**src/rtl/avmm_csr_bridge_pkg.sv**
```systemverilog
// Shared types and helpers for the Avalon-MM to CSR bridge.
// Optional macro AVMM_CSR_BRIDGE_RMW_EN adds the read-modify-write state.
package avmm_csr_bridge_pkg;

  localparam int DEFAULT_ADDR_W  = 8;
  localparam int DEFAULT_DATA_W  = 32;
  localparam int MERGE_MAX_W     = 256;
  localparam int MERGE_MAX_LANES = MERGE_MAX_W / 8;

  typedef enum logic [2:0] {
    ST_IDLE    = 3'd0,
    ST_WR      = 3'd1,
    ST_RD      = 3'd2,
    ST_RD_WAIT = 3'd3,
`ifdef AVMM_CSR_BRIDGE_RMW_EN
    ST_RESP    = 3'd4,
    ST_RMW_WR  = 3'd5
`else
    ST_RESP    = 3'd4
`endif
  } state_t;

  // Callers zero-extend into the widest supported bus and truncate the result back.
  function automatic logic [MERGE_MAX_W-1:0] mergeLanes(
    input logic [MERGE_MAX_W-1:0]     newData,
    input logic [MERGE_MAX_W-1:0]     oldData,
    input logic [MERGE_MAX_LANES-1:0] laneEn
  );
    logic [MERGE_MAX_W-1:0] merged;
    merged = '0;
    for (int i = 0; i < MERGE_MAX_LANES; i++) begin
      merged[i*8 +: 8] = laneEn[i] ? newData[i*8 +: 8] : oldData[i*8 +: 8];
    end
    return merged;
  endfunction

endpackage

```
**src/rtl/avmm_csr_bridge.sv**
```systemverilog
// Avalon-MM slave that converts commands into single-cycle CSR read/write strobes.
// Define AVMM_CSR_BRIDGE_RMW_EN to execute partial writes as read-modify-write.
module avmm_csr_bridge
  import avmm_csr_bridge_pkg::*;
#(
  parameter int ADDR_W = DEFAULT_ADDR_W,
  parameter int DATA_W = DEFAULT_DATA_W
) (
  input  logic                reg_clk_i,
  input  logic                reg_rst_i,
  input  logic [ADDR_W-1:0]   avs_address_i,
  input  logic                avs_read_i,
  input  logic                avs_write_i,
  input  logic [DATA_W-1:0]   avs_writedata_i,
  input  logic [DATA_W/8-1:0] avs_byteenable_i,
  output logic                avs_waitrequest_o,
  output logic [DATA_W-1:0]   avs_readdata_o,
  output logic                avs_readdatavalid_o,
  output logic [ADDR_W-1:0]   reg_addr_o,
  output logic [DATA_W-1:0]   reg_wr_data_o,
  output logic                reg_wr_en_o,
  output logic                reg_rd_en_o,
  input  logic [DATA_W-1:0]   reg_rd_data_i,
  output logic                proto_err_o
);

  state_t              r_state;
  logic [ADDR_W-1:0]   r_addr;
  logic [DATA_W-1:0]   r_wrData;
  logic [DATA_W-1:0]   r_rdData;
  logic                r_wrEn;
  logic                r_rdEn;
  logic                r_rdValid;
  logic                r_protoErr;
`ifdef AVMM_CSR_BRIDGE_RMW_EN
  logic [DATA_W/8-1:0] r_be;
  logic                r_isRmw;
`endif

  logic w_accept;
  logic w_beZero;
  logic w_beFull;

  assign w_accept = (r_state == ST_IDLE) && (avs_read_i || avs_write_i);
  assign w_beZero = (avs_byteenable_i == '0);
  assign w_beFull = &avs_byteenable_i;

  // Write wins a simultaneous read/write; the read is dropped and flagged.
  always_ff @(posedge reg_clk_i or posedge reg_rst_i) begin
    if (reg_rst_i) begin
      r_state    <= ST_IDLE;
      r_addr     <= '0;
      r_wrData   <= '0;
      r_rdData   <= '0;
      r_wrEn     <= 1'b0;
      r_rdEn     <= 1'b0;
      r_rdValid  <= 1'b0;
      r_protoErr <= 1'b0;
`ifdef AVMM_CSR_BRIDGE_RMW_EN
      r_be       <= '0;
      r_isRmw    <= 1'b0;
`endif
    end else begin
      r_wrEn    <= 1'b0;
      r_rdEn    <= 1'b0;
      r_rdValid <= 1'b0;
      case (r_state)
        ST_IDLE: begin
          if (w_accept) begin
            r_addr <= avs_address_i;
            if (avs_write_i) begin
              r_wrData <= avs_writedata_i;
              if (avs_read_i) begin
                r_protoErr <= 1'b1;
              end
              if (w_beFull) begin
                r_wrEn  <= 1'b1;
                r_state <= ST_WR;
              end else if (!w_beZero) begin
`ifdef AVMM_CSR_BRIDGE_RMW_EN
                r_be    <= avs_byteenable_i;
                r_isRmw <= 1'b1;
                r_rdEn  <= 1'b1;
                r_state <= ST_RD;
`else
                r_protoErr <= 1'b1;
`endif
              end
            end else begin
`ifdef AVMM_CSR_BRIDGE_RMW_EN
              r_isRmw <= 1'b0;
`endif
              r_rdEn  <= 1'b1;
              r_state <= ST_RD;
            end
          end
        end
        ST_WR:   r_state <= ST_IDLE;
        ST_RD:   r_state <= ST_RD_WAIT;
        ST_RD_WAIT: begin
`ifdef AVMM_CSR_BRIDGE_RMW_EN
          if (r_isRmw) begin
            r_wrData <= DATA_W'(mergeLanes(MERGE_MAX_W'(r_wrData),
                                           MERGE_MAX_W'(reg_rd_data_i),
                                           MERGE_MAX_LANES'(r_be)));
            r_wrEn   <= 1'b1;
            r_state  <= ST_RMW_WR;
          end else
`endif
          begin
            r_rdData  <= reg_rd_data_i;
            r_rdValid <= 1'b1;
            r_state   <= ST_RESP;
          end
        end
        ST_RESP: r_state <= ST_IDLE;
`ifdef AVMM_CSR_BRIDGE_RMW_EN
        ST_RMW_WR: r_state <= ST_IDLE;
`endif
        default: r_state <= ST_IDLE;
      endcase
    end
  end

  assign avs_waitrequest_o   = (r_state != ST_IDLE);
  assign avs_readdata_o      = r_rdData;
  assign avs_readdatavalid_o = r_rdValid;
  assign reg_addr_o          = r_addr;
  assign reg_wr_data_o       = r_wrData;
  assign reg_wr_en_o         = r_wrEn;
  assign reg_rd_en_o         = r_rdEn;
  assign proto_err_o         = r_protoErr;

endmodule

```
**config.mk**
```make
export PLATFORM = sky130hd
export DESIGN_NAME = avmm_csr_bridge
export DESIGN_NICKNAME = d
export VERILOG_FILES = /design/src/rtl/avmm_csr_bridge_pkg.sv /design/src/rtl/avmm_csr_bridge.sv
export SDC_FILE = /design/constraint.sdc
export NUM_CORES = 1
export LEC_CHECK = 0
export BUFFER_PORTS_ARGS = -buffer_cell sky130_fd_sc_hd__buf_2
export CAP_MARGIN = 40
export CORE_MARGIN = 10
export CORE_UTILIZATION = 47
export CTS_BUF_LIST = sky130_fd_sc_hd__clkbuf_8
export CTS_CLUSTER_SIZE = 40
export DETAILED_ROUTE_END_ITERATION = 10
export GPL_TIMING_DRIVEN = 0
export HOLD_SLACK_MARGIN = 0.06
export PLACE_DENSITY = 0.82
export SETUP_SLACK_MARGIN = 0.2
export SLEW_MARGIN = 20
export SYNTH_ARGS = -nofsm -noshare
export SYNTH_HDL_FRONTEND = slang
export SYNTH_SLANG_ARGS = --single-unit
```
**constraint.sdc**
```tcl
create_clock -name reg_clk_i -period 3.2 [get_ports reg_clk_i]
set_clock_uncertainty 0.1 [all_clocks]
set_input_delay 0.32 -clock reg_clk_i [delete_from_list [all_inputs] [get_ports reg_clk_i]]
set_output_delay 0.32 -clock reg_clk_i [all_outputs]
set_load 0.1 [all_outputs]
```
==> Word-level counts from Yosys, hierarchy flattened <==
Cells that the tools add are included.
{ "op_classes": {"n_shift": 0, "magnitude_cmp": 0, "reduce_logical": 9, "div_mod_pow": 0, "multipliers": 0, "bitwise_logic": 0, "n_mux": 15, "addsub": 0, "eq_ne": 4} }
{ "op_table": {"columns": ["op", "n"], "rows": [
  ["two-way mux 1 bit", 11],
  ["two-way mux 3 bit", 3],
  ["case mux 3 bit (3 select lines)", 1],
  ["equality test 3 x 2 -> 1 bit, second input constant", 2],
  ["logical NOT 4 bit", 1],
  ["AND reduction 2 bit", 2],
  ["AND reduction 4 bit", 1],
  ["logical NOT 3 bit", 1],
  ["!= test 3 bit, second input constant", 1],
  ["AND reduction 3 bit", 1],
  ["nonzero test 3 bit", 1],
  ["!= test 2 bit, second input constant", 1],
  ["logical AND 1 bit", 1],
  ["logical OR 1 bit", 1]
]} }
{ "totals": {"reg_bits": 79, "ram_bits": 0, "romBits": 0, "n_memories": 0, "latchBits": 0, "elab_cells": 36} }

==> Longest topological paths before layout <==
Gate-level depths: netlist (run 1).
{ "depth": {"depth_word": 5, "depth_mapped": 5, "depth_no_buf": 3} }

==> Worst setup path after synthesis (run 1) <==
OpenSTA, ideal clock, no wires.
{ "synth_timing": {"path_type": "reg-to-reg", "from": "reg r_state[1]", "to": "reg r_wrData[0], in the netlist reg_wr_data_o[0]", "setup_time_ns": 0.126, "period_less_slack_ns": 1.582, "stages_incl_launch_ff": 6, "path_buffers": 2, "path_slack_ns": 1.618, "arrival_time_ns": 1.356, "path_cell_list": "dfrtp_1 nor3_4 and2_4 buf_6 buf_12 mux2_4"} }
{ "synth_via": {"elab_chain_cells": 3} }
{ "synth_lines": {"columns": ["item", "line", "rtl"], "rows": [
  ["from (decl)", "avmm_csr_bridge.sv:27", "state_t r_state;"],
  ["from (signal assigned)", "avmm_csr_bridge.sv:51", "r_state <= ST_IDLE;"],
  ["from (signal assigned)", "avmm_csr_bridge.sv:78", "r_state <= ST_WR;"],
  ["from (signal assigned)", "avmm_csr_bridge.sv:94", "r_state <= ST_RD;"],
  ["logical NOT 3 bit *", "avmm_csr_bridge.sv:44, avmm_csr_bridge.sv:67", null],
  ["logical AND 1 bit", "avmm_csr_bridge.sv:44", "assign w_accept = (r_state == ST_IDLE) && (avs_read_i || avs_write_i);"],
  ["AND reduction 3 bit (no line) *", null, null],
  ["to (signal assigned)", "avmm_csr_bridge.sv:72", "r_wrData <= avs_writedata_i;"],
  ["to (decl)", "avmm_csr_bridge.sv:29", "logic [DATA_W-1:0] r_wrData;"]
]} }
Mark *: on every way between the ends. The rest lies on a longest branch, timed or not.
A chain may end at the register's enable or synchronous reset.

==> Worst setup path after layout (run 1) <==
{ "layout_timing": {"from": "reg r_state[1]", "to": "out avs_waitrequest_o"} }
{ "layout_via": {"elab_chain_cells": 1} }
{ "layout_lines": {"columns": ["item", "line", "rtl"], "rows": [
  ["nonzero test 3 bit", "avmm_csr_bridge.sv:125", "assign avs_waitrequest_o = (r_state != ST_IDLE);"],
  ["to (decl)", "avmm_csr_bridge.sv:16", "output logic avs_waitrequest_o,"]
]} }
Every way passes these cells.

==> qor.txt, run 1 <==
==================================================================================
Clock tree from TritonCTS ...........................................          yes
Crit path largest cell delay ........................................      0.43 ns
Maximum clock frequency .............................................      555 MHz
Effective utilization at floorplan ..................................        48.7%
Aggregate global routing overflow ...................................            0
Number of endpoints failing setup at the final stage ................            0
DRC violations left .................................................            0
Net count of the mapped netlist .....................................          260
Worst setup SP type .................................................    flip-flop
Count of H-tree levels built during CTS .............................            3
Met3 routed WL ......................................................       887 µm
Sequential share of the synthesized area ............................        63.1%
Min Tclk post-route .................................................      1.80 ns
I/O pin cnt .........................................................          157
Setup Total Neg Slack ...............................................         0 ns
Number of different library cells in the post-synthesis netlist .....           20
DR pass1 iterations .................................................            4
Worst setup path class .............................................. flip-flop to output port
Ordered list of cells on the worst path ............................. nor3_4 > inv_1 > buf_2
Remaining max-slew budget at the tightest pin .......................        66.2%
Area of the die .....................................................    10300 µm²
Number of global-route vias before repair ...........................         2365
Unrepaired setup endpoints after global routing .....................           no
Root buf cell .......................................................     clkbuf_8
Global placer's final weighted congestion ...........................        0.741
Wire length of the first global-routing pass ........................     11500 µm
Most common cell after layout, fill and taps aside ..................        buf_2
Post_cts resized ....................................................            0
DP Cell Count .......................................................          414
Die X-Extent ........................................................       102 µm
Aggregate global-route resource usage ...............................        14.3%
Worst path arrival time .............................................      1.38 ns
Result of the run ................................................... finished, final reports clean
Flops & latches, synth ..............................................           79
Final cell count without fillers ....................................          429
Cts hold-fix bufs ...................................................            1
Y dimension of the die ..............................................       102 µm
Avg Vias per Cell ...................................................         4.73
Number of placement rows ............................................           29
Synthesis-to-layout area growth .....................................        36.7%
WHS .................................................................     0.112 ns
Worst Tran Pin Value ................................................     0.511 ns
Share of final-layout standard cells stronger than drive strength 1 .        72.7%
PortBufs ............................................................          156
Routed length on met1 ...............................................      2830 µm
Mean post-synth cell area ...........................................     17.4 µm²
Initial detailed-routing violation count ............................           34
Critical Path RT ....................................................      2.78 ns
Antenna Diode Count .................................................            0
Total number of vias ................................................         2028
Half-perimeter wire length of the detailed placement result .........      5940 µm
Net count of the finished layout ....................................          429
Highest routing layer actually used .................................         met4
Final wirelength ....................................................      7480 µm
Dpl ws ..............................................................      1.51 ns
Count of buffers added by post-CTS timing repair for setup ..........            0
Clk pin slew, worst setup/hold paths ................................      0.08 ns
CTS Sinks ...........................................................           79
Later-pin clock latency in the skew report ..........................      0.33 ns
Number of buffers inserted during clock tree synthesis ..............            9
Critical-path top delay cell ........................................      dfrtp_1
Final hold violations ...............................................            0
Post-synthesis cell count ...........................................          180
Final Max Slew Viols ................................................            0
Critical path peak fanout ...........................................            5
Per-cell routed wire length .........................................      17.4 µm
Critical Path Sink Type .............................................  output port
Pin count of the biggest net entering global routing ................           50
Antenna violations before repair ....................................            0
Core region area ....................................................     6420 µm²
Total standard cell area after synthesis ............................     3130 µm²
Detail Route met2 WL ................................................      3680 µm
Number of warnings printed during yosys synthesis ...................            0
Class of the worst hold path ........................................ input pin to flip-flop
Residual antenna-violating net count after detailed routing .........            0
Share of the cycle needed by the critical path after routing ........        56.3%
Setup slack of the critical path after layout .......................      1.40 ns
MaxCap Viol Count ...................................................            0
Most frequent cells in the layout ................................... buf_2 (157), dfrtp_1 (79), mux2_2 (42)
Maximum clock insertion buffer count ................................            2
==================================================================================
==> cell usage after synthesis <==
cell type | n | share of area [%]
buf_12 | 3 | 1.9
mux2_4 | 30 | 14
buf_2 | 1 | 0.16
nor3_1 | 1 | 0.16
mux2_2 | 42 | 15
buf_4 | 1 | 0.24
nand2_1 | 2 | 0.24
inv_1 | 3 | 0.36
a21oi_1 | 2 | 0.32
or4_1 | 1 | 0.24
o21bai_1 | 1 | 0.24
nand4_1 | 1 | 0.20
nor2_2 | 1 | 0.20
dfrtp_1 | 79 | 63
and3_2 | 1 | 0.24
o21a_1 | 2 | 0.48
nor3_4 | 1 | 0.52
buf_6 | 3 | 1.1
and2_4 | 1 | 0.28
nor2_1 | 4 | 0.48
==> worst max-delay path: cells and delay by family, from the launching register on <==
family        cells  cell delay, ns
flops             1            0.43
buf+inv           2            0.35
simple gates      1            0.27
==> cell type report <==
class	count	area, µm²
Buffer	8	106
Timing Repair Buffer	158	818
Clock buffer	10	138
Clock inverter	4	95.1
Tap cell	77	96.3
Sequential cell	79	1980
Fill cell	481	2140
Multi-Input combinational cell	90	1040
Inverter	3	13.8
==> layer usage <==
| metal | global-route usage, % | vias up |
|---|---|---|
| met5 | 0 | - |
| met4 | 5.61 | 0 |
| met3 | 6.88 | 7 |
| met2 | 24.3 | 95 |
| met1 | 14.9 | 966 |
| li1 | - | 960 |
==> per-stage QoR <==
| stage | cell area [µm²] | utilization (%) |
|---|---|---|
| after CTS | 4280 | 66.6 |
| final | 4280 | 66.6 |
| after detailed placement | 4040 | 62.9 |
| after floorplan | 3130 | - |
| after global routing | 4280 | 66.6 |
| after global placement | 4010 | 62.4 |
==> registers in the layout (all words and copies together), names as in the netlist <==
signal / flops
r_state: 3
reg_wr_data_o: 32
reg_addr_o: 8
reg_wr_en_o: 1
avs_readdatavalid_o: 1
avs_readdata_o: 32
proto_err_o: 1
reg_rd_en_o: 1
==> path summary, 6_finish.rpt <==
kind / start / endpoint / slack [ns] / depth (start not counted)
worst max-delay path: r_state[1] / avs_waitrequest_o / 1.40 / 3
worst min-delay path: reg_rd_data_i[15] / avs_readdata_o[15] / 0.11 / 2
worst max register to register: r_state[1] / reg_wr_data_o[3] / 1.51 / 5
worst min register to register: reg_wr_data_o[30] / reg_wr_data_o[30] / 0.40 / 1
max in group asynchronous: reg_rst_i / reg_rd_en_o / 2.00 / 4
min in group asynchronous: reg_rst_i / reg_wr_data_o[6] / 0.45 / 3
==> kinds of logic (layout without fill, tap and decap cells) <==
| group | Yosys count | count (layout) | share of synthesized area [%] |
|---|---|---|---|
| AOI/OAI and AO/OA | 5 | 5 | 1.04 |
| buffers and inverters | 11 | 183 | 3.76 |
| DFF | 79 | 79 | 63.1 |
| muxes | 72 | 72 | 29.5 |
| and+or+nand+nor | 13 | 13 | 2.56 |
Power of run 1 is not shown: default switching activity piles up to over one toggle a cycle in this logic, so the estimate is an artifact.
==> run 2: changes to the inputs <==
--- a/config.mk
+++ b/config.mk
@@ -8,13 +8,13 @@
 export BUFFER_PORTS_ARGS = -buffer_cell sky130_fd_sc_hd__buf_2
 export CAP_MARGIN = 40
 export CORE_MARGIN = 10
-export CORE_UTILIZATION = 47
+export CORE_UTILIZATION = 42
 export CTS_BUF_LIST = sky130_fd_sc_hd__clkbuf_8
 export CTS_CLUSTER_SIZE = 40
 export DETAILED_ROUTE_END_ITERATION = 10
 export GPL_TIMING_DRIVEN = 0
 export HOLD_SLACK_MARGIN = 0.06
-export PLACE_DENSITY = 0.82
+export PLACE_DENSITY = 0.77
 export SETUP_SLACK_MARGIN = 0.2
 export SLEW_MARGIN = 20
 export SYNTH_ARGS = -nofsm -noshare
==> constraint.sdc (replaced) <==
create_clock -name reg_clk_i -period 1.59 [get_ports reg_clk_i]
set_clock_uncertainty 0.1 [all_clocks]
set_input_delay 0.159 -clock reg_clk_i [delete_from_list [all_inputs] [get_ports reg_clk_i]]
set_output_delay 0.159 -clock reg_clk_i [all_outputs]
set_load 0.1 [all_outputs]
==> run 2 against run 1 <==
Effect of this change:
- critical endpoint is now reg_wr_data_o[14]
- wire length is 39% higher
- setup slack lost 1.4 ns
- largest cell class is now non-clock buffers
- clock-buffer cell count rose by 1
- highest routed layer unchanged
- cell area increased by 29%
- the flow now finishes with violations (setup timing)
- die area grew 9.5%
- worst hold slack improved by 0.014 ns
- global-route usage is 3.4 points higher
- sequential share of layout area down 10 points
- utilization rose by 9.5 points
==> qor.txt, run 2 (synthesized netlist as in run 1, its figures left out) <==
==================================================================================
Maximum clock frequency .............................................      616 MHz
Result of the run ................................................... complete, but fails checks   was finished, final reports clean
Wire length of the first global-routing pass ........................     15800 µm   was 11500 µm
DR pass1 iterations .................................................            4   unchanged
Global placer's final weighted congestion ...........................        0.728   was 0.741
Share of the cycle needed by the critical path after routing ........         102%
Crit path largest cell delay ........................................      0.41 ns   was 0.43 ns
Area of the die .....................................................    11300 µm²   was 10300 µm²
Most common cell after layout, fill and taps aside ..................        buf_2   unchanged
Number of global-route vias before repair ...........................         3099   was 2365
Worst path arrival time .............................................      1.74 ns   was 1.38 ns
Pin count of the biggest net entering global routing ................           36   was 50
PortBufs ............................................................          156   unchanged
Root buf cell .......................................................     clkbuf_8   unchanged
DRC violations left .................................................            0   unchanged
Share of final-layout standard cells stronger than drive strength 1 .        62.0%   was 72.7%
Cell Area, Placed ...................................................     4120 µm²   was 4040 µm²
Net count of the finished layout ....................................          525   was 429
Antenna Diode Count .................................................            0   unchanged
Residual antenna-violating net count after detailed routing .........            0   unchanged
Number of placement rows ............................................           31   was 29
Aggregate global-route resource usage ...............................        17.7%   was 14.3%
Later-pin clock latency in the skew report ..........................      0.34 ns   was 0.33 ns
Most frequent cells in the layout ................................... buf_2 (80), dlygate4sd3_1 (79), dfrtp_1 (78)   was buf_2 (157), dfrtp_1 (79), mux2_2 (42)
Class of the worst hold path ........................................ input pin to flip-flop   unchanged
Final Max Slew Viols ................................................            0   unchanged
Final hold violations ...............................................            0   unchanged
Count of H-tree levels built during CTS .............................            3   unchanged
Setup slack of the critical path after layout .......................   -0.0341 ns   was 1.40 ns
Clock tree from TritonCTS ...........................................          yes   unchanged
Synthesis-to-layout area growth .....................................        76.3%   was 36.7%
I/O pin cnt .........................................................          157   unchanged
Unrepaired setup endpoints after global routing .....................          yes   was no
Min Tclk post-route .................................................      1.62 ns
Critical Path Sink Type .............................................    flip-flop   was output port
Clk pin slew, worst setup/hold paths ................................      0.08 ns   about the same
Initial detailed-routing violation count ............................           58   was 34
Failing checks ...................................................... setup timing
Worst setup path class .............................................. flip-flop to flip-flop   was flip-flop to output port
Worst Tran Pin Value ................................................     0.499 ns   was 0.511 ns
Number of buffers inserted during clock tree synthesis ..............            9   unchanged
Final wirelength ....................................................     10400 µm   was 7480 µm
WHS .................................................................     0.126 ns   was 0.112 ns
Total number of vias ................................................         2562   was 2028
Core region area ....................................................     7250 µm²   was 6420 µm²
Per-cell routed wire length .........................................      18.9 µm   was 17.4 µm
Number of endpoints failing setup at the final stage ................           23   was 0
Worst setup SP type .................................................    flip-flop   unchanged
MaxCap Viol Count ...................................................            0   unchanged
Post-layout utilization of the core .................................        76.1%   was 66.6%
Avg Vias per Cell ...................................................         4.67   was 4.73
Antenna violations before repair ....................................            0   unchanged
Effective utilization at floorplan ..................................        43.2%   was 48.7%
Aggregate global routing overflow ...................................            0   unchanged
Critical Path RT ....................................................      1.71 ns   was 2.78 ns
Post-route cell area ................................................     5520 µm²   was 4280 µm²
Die X-Extent ........................................................       106 µm   was 102 µm
Remaining max-slew budget at the tightest pin .......................        66.9%   was 66.2%
Ordered list of cells on the worst path ............................. nor3_4 > and2_4 > buf_12 > clkbuf_16 > mux2_4   was nor3_4 > inv_1 > buf_2
CTS Sinks ...........................................................           79   unchanged
Half-perimeter wire length of the detailed placement result .........      6170 µm   was 5940 µm
Maximum clock insertion buffer count ................................            2   unchanged
Critical-path top delay cell ........................................      dfrtp_1   unchanged
Y dimension of the die ..............................................       106 µm   was 102 µm
Critical path peak fanout ...........................................            7   was 5
==================================================================================
==> run 2: cell types whose count changed in the layout (fill, tap and decap cells not counted), moves of 9 or more <==
cell | before | now
mux2_2 | 42 | 33
clkbuf_4 | 0 | 13
mux2_4 | 30 | 39
buf_4 | 1 | 72
dlygate4sd3_1 | 1 | 79
buf_2 | 157 | 80
==> run 2: stage by stage <==
stage | worst slack, ns | setup TNS (ns) | std cells
global placement | -0.0928 | -9.11 | 435
detailed placement | -0.110 | -3.00 | 437
floorplan | 0.00802 | 0 | 180
global route | -0.0687 | -3.16 | 549
finish | -0.0341 | -0.331 | 549
CTS | -0.0272 | -0.689 | 542
==> run 2: final cells by class <==
cell class              count  area [µm²]
fillers                   469        1730
clock inverters             5        33.8
flip-flops and latches     79        1980
plain buffers               8         125
multi-input cells          90        1080
inverters                   3        15.0
repair buffers            254        2010
clock buffers              11         151
well taps                  99         124
==> run 2: final timing paths <==
path,startpoint,cells past startpoint,slack (ns),to
worst max-delay path,r_state[0],5,-0.03,reg_wr_data_o[14]
worst min-delay path,avs_byteenable_i[3],4,0.13,proto_err_o
worst max register to register,r_state[0],5,-0.03,reg_wr_data_o[14]
worst min register to register,proto_err_o,1,0.41,proto_err_o
max in group asynchronous,reg_rst_i,4,0.67,r_state[2]
min in group asynchronous,reg_rst_i,3,0.24,reg_wr_data_o[11]
==> run 2: per-layer routing <==
metal  global-route usage, %  wire [µm]  part of all wire (%)  vias up
met5                       0          0                     0        -
met3                    6.82        897                   8.6       27
li1                        -          -                     -     1155
met1                    16.8       3480                    33     1274
met2                    32.6       5670                    55      106
met4                    8.80        348                   3.3        0
==> run 2: what timing repair did <==
item                       4_1_cts  5_1_grt
hold buffers                    79        0
setup endpoints to repair      135       87
cloned                           1        3
hold endpoints to repair       155        0
pin swaps                        3        3
buffers inserted                 9        4
gates resized for setup         73       20
==> run 2: worst max-delay path, delay by kind of cell, from the launching register on <==
family                 cells  cell delay [ns]
muxes                      1             0.29
buffers and inverters      2             0.30
DFF                        1             0.41
and+or+nand+nor            2             0.40
Power of run 2 is left out for the same reason.
==> run 3: changes to the inputs <==
--- a/config.mk
+++ b/config.mk
@@ -5,6 +5,7 @@
 export SDC_FILE = /design/constraint.sdc
 export NUM_CORES = 1
 export LEC_CHECK = 0
+export ABC_AREA = 1
 export BUFFER_PORTS_ARGS = -buffer_cell sky130_fd_sc_hd__buf_2
 export CAP_MARGIN = 40
 export CORE_MARGIN = 10
@@ -14,7 +15,7 @@
 export DETAILED_ROUTE_END_ITERATION = 10
 export GPL_TIMING_DRIVEN = 0
 export HOLD_SLACK_MARGIN = 0.06
-export PLACE_DENSITY = 0.77
+export PLACE_DENSITY = 0.78
 export SETUP_SLACK_MARGIN = 0.2
 export SLEW_MARGIN = 20
 export SYNTH_ARGS = -nofsm -noshare
==> run 3 against run 2 <==
Effect of this change:
- the flow now finishes without violations
- flip-flop and latch count unchanged
- cell area decreased by 3.2%
- die area decreased by 0.65%
- clock-buffer cell count decreased by 2
- non-clock buffer count decreased by 8
- critical path depth increased by 2
- global-route usage increased by 0.67 points
- highest routed layer unchanged
==> qor.txt, run 3 <==
==================================================================================
Half-perimeter wire length of the detailed placement result .........      6800 µm   was 6170 µm
Effective utilization at floorplan ..................................        43.0%   was 43.2%
Cell types with the highest counts after synthesis .................. nand2_1 (219), dfrtp_1 (79), nand3_1 (9), inv_1 (7), nor2_1 (7)   was dfrtp_1 (79), mux2_2 (42), mux2_4 (30), nor2_1 (4)
Count of fill cells added during filler insertion ...................          499   was 469
Number of global-route vias before repair ...........................         3361   was 3099
Aggregate global-route resource usage ...............................        18.4%   was 17.7%
Worst path arrival time .............................................      1.53 ns   was 1.74 ns
Critical Path RT ....................................................      1.70 ns   was 1.71 ns
Cell with the most instances after synthesis ........................      nand2_1   was dfrtp_1
Initial detailed-routing violation count ............................           73   was 58
DR pass1 iterations .................................................            4   unchanged
Mean post-synth cell area ...........................................     8.92 µm²   was 17.4 µm²
Share of synthesized registers carrying an async set or reset .......         100%   unchanged
Final wirelength ....................................................     11100 µm   was 10400 µm
Remaining max-slew budget at the tightest pin .......................        64.6%   was 66.9%
Dominant cells by area after synthesis .............................. dfrtp_1 (64%), nand2_1 (26%), buf_6 (2.2%)   was dfrtp_1 (63%), mux2_2 (15%), mux2_4 (14%)
Min Tclk post-route .................................................      1.41 ns   was 1.62 ns
Post-synthesis cell count ...........................................          348   was 180
Net count of the mapped netlist .....................................          428   was 260
Pin count of the biggest net entering global routing ................           31   was 36
DRC violations left .................................................            0   unchanged
Aggregate global routing overflow ...................................            0   unchanged
Residual antenna-violating net count after detailed routing .........            0   unchanged
PortBufs ............................................................          156   unchanged
Wire length of the first global-routing pass ........................     16900 µm   was 15800 µm
Launch instance of the worst min-delay path .........................  avs_write_i   was avs_byteenable_i[3]
CTS Sinks ...........................................................           79   unchanged
Global placer's final weighted congestion ...........................        0.799   was 0.728
Maximum clock insertion buffer count ................................            2   unchanged
Number of buffers inserted during clock tree synthesis ..............            9   unchanged
Unrepaired setup endpoints after global routing .....................          yes   unchanged
Number of different library cells in the post-synthesis netlist .....           18   was 20
Class of the worst hold path ........................................ input pin to flip-flop   unchanged
Post-layout utilization of the core .................................        74.1%   was 76.1%
Hold endpoint .......................................................   r_state[0]   was proto_err_o
Avg Vias per Cell ...................................................         4.70   was 4.67
Worst Tran Pin Value ................................................     0.529 ns   was 0.499 ns
I/O pin cnt .........................................................          157   unchanged
Worst reg2reg startpoint ............................................   r_state[1]   was r_state[0]
Clock tree from TritonCTS ...........................................          yes   unchanged
Top FF cell, synth ..................................................      dfrtp_1   unchanged
Number of warnings printed during yosys synthesis ...................            0   unchanged
Most frequent cells in the layout ................................... nand2_1 (211), buf_2 (85), dfrtp_1 (79)   was buf_2 (80), dlygate4sd3_1 (79), dfrtp_1 (78)
Worst setup path class .............................................. flip-flop to flip-flop   unchanged
Die X-Extent ........................................................       106 µm   about the same
Depth of the worst hold-timing path .................................            4   unchanged
Number of placement rows ............................................           31   unchanged
Count of H-tree levels built during CTS .............................            3   unchanged
Synthesis-to-layout area growth .....................................        72.1%   was 76.3%
Depth of the worst register-to-register path ........................            7   was 5
Count of flip-flops with a built-in enable after synthesis ..........            0   unchanged
Sequential share of the synthesized area ............................        63.7%   was 63.1%
MaxCap Viol Count ...................................................            0   unchanged
Maximum clock frequency .............................................      707 MHz   was 616 MHz
Critical path peak fanout ...........................................           10   was 7
Final Max Slew Viols ................................................            0   unchanged
Antenna violations before repair ....................................            2   was 0
Most common cell after layout, fill and taps aside ..................      nand2_1   was buf_2
Share of final-layout standard cells stronger than drive strength 1 .        35.4%   was 62.0%
Later-pin clock latency in the skew report ..........................      0.32 ns   was 0.34 ns
Slack of the worst reg-to-reg path ..................................      0.18 ns   was -0.03 ns
Top-area cell type share of the netlist area ........................        63.7%   was 63.1%
Final hold violations ...............................................            0   unchanged
Root buf cell .......................................................     clkbuf_8   unchanged
Critical Path Sink Type .............................................    flip-flop   unchanged
Dominant cell type by area after synthesis ..........................      dfrtp_1   unchanged
Worst setup SP type .................................................    flip-flop   unchanged
Total standard cell area after synthesis ............................     3110 µm²   was 3130 µm²
Core region area ....................................................     7210 µm²   was 7250 µm²
Per-cell routed wire length .........................................      15.7 µm   was 18.9 µm
Number of endpoints failing setup at the final stage ................            0   was 23
Clk pin slew, worst setup/hold paths ................................      0.07 ns   was 0.08 ns
Net count of the finished layout ....................................          680   was 525
Result of the run ................................................... finished, final reports clean   was complete, but fails checks
Y dimension of the die ..............................................       106 µm   about the same
Total number of vias ................................................         3315   was 2562
Worst r2r dst ....................................................... reg_wr_data_o[16]   was reg_wr_data_o[14]
Share of the cycle needed by the critical path after routing ........        89.0%   was 102%
Area of the die .....................................................    11200 µm²   was 11300 µm²
WHS .................................................................    0.0809 ns   was 0.126 ns
Flops & latches, synth ..............................................           79   unchanged
==================================================================================
run 3: metrics by stage:
stage          cells  setup slack, ns  setup TNS (ns)  cell area (µm²)
6_report         706            0.175               0             5340
5_1_grt          706            0.108               0             5340
4_1_cts          696            0.155               0             5120
3_5_place_dp     605            0.231               0             4050
3_3_place_gp     603           -0.106           -8.10             4010
2_1_floorplan    348           0.0186               0             3110
run 3: logic make-up (layout without fill, tap and decap cells):
kind of cell / after synthesis / after routing / synth area share, %
other: 0 / 2 / 0
buffers and inverters: 26 / 283 / 5.12
DFF: 79 / 79 / 63.7
AOI/OAI and AO/OA: 1 / 1 / 0.161
and+or+nand+nor: 242 / 242 / 31.1
run 3: layout make-up:
type	count	area, µm²	area share (%)
diodes	2	5.00	0.0937
plain buffers	13	128	2.39
clock buffers	9	124	2.32
clock inverters	7	65.1	1.22
inverters	13	60.1	1.12
multi-input cells	243	990	18.5
flip-flops and latches	79	1980	37.0
well taps	99	124	2.32
repair buffers	241	1870	35.0
run 3: how the worst max path moves through the flow:
stage                     depth (start not counted)                 end  slack [ns]  startpoint
final                                             7   reg_wr_data_o[16]        0.18  r_state[1]
after global routing                              7   reg_wr_data_o[16]        0.11  r_state[1]
after CTS                                         3   avs_waitrequest_o        0.15  r_state[1]
after detailed placement                          6  avs_readdata_o[31]        0.23  r_state[2]
after global placement                            2       reg_addr_o[0]       -0.11   reg_rst_i
after floorplan                                   7    reg_wr_data_o[0]        0.02  r_state[1]
run 3: critical path: stages, from the launching register on:
cell and delay [ns]:
dfrtp_1 0.41, inv_2 0.10, nand3_4 0.12, nor2_8 0.21
inv_8 0.07, buf_8 0.14, nand2_1 0.08, nand2_1 0.07
run 3: metal layers:
metal / GRT usage (%) / vias up / part of all wire, % / routed length [µm]
met5: 0 / - / 0 / 0
met4: 8.41 / 0 / 2.4 / 268
met3: 6.46 / 23 / 8.1 / 898
met2: 31.8 / 138 / 52 / 5810
met1: 19.8 / 1599 / 37 / 4140
li1: - / 1555 / - / -
run 3: repair_timing:
| action | CTS | global route |
|---|---|---|
| resized for setup | 52 | 43 |
| hold buffers | 75 | 0 |
| endpoints found under the setup margin | 51 | 71 |
| gates cloned | 0 | 2 |
| buffers inserted | 0 | 6 |
| endpoints found under the hold margin | 95 | 0 |
| pin swaps | 0 | 11 |
Power of run 3 is left out for the same reason.
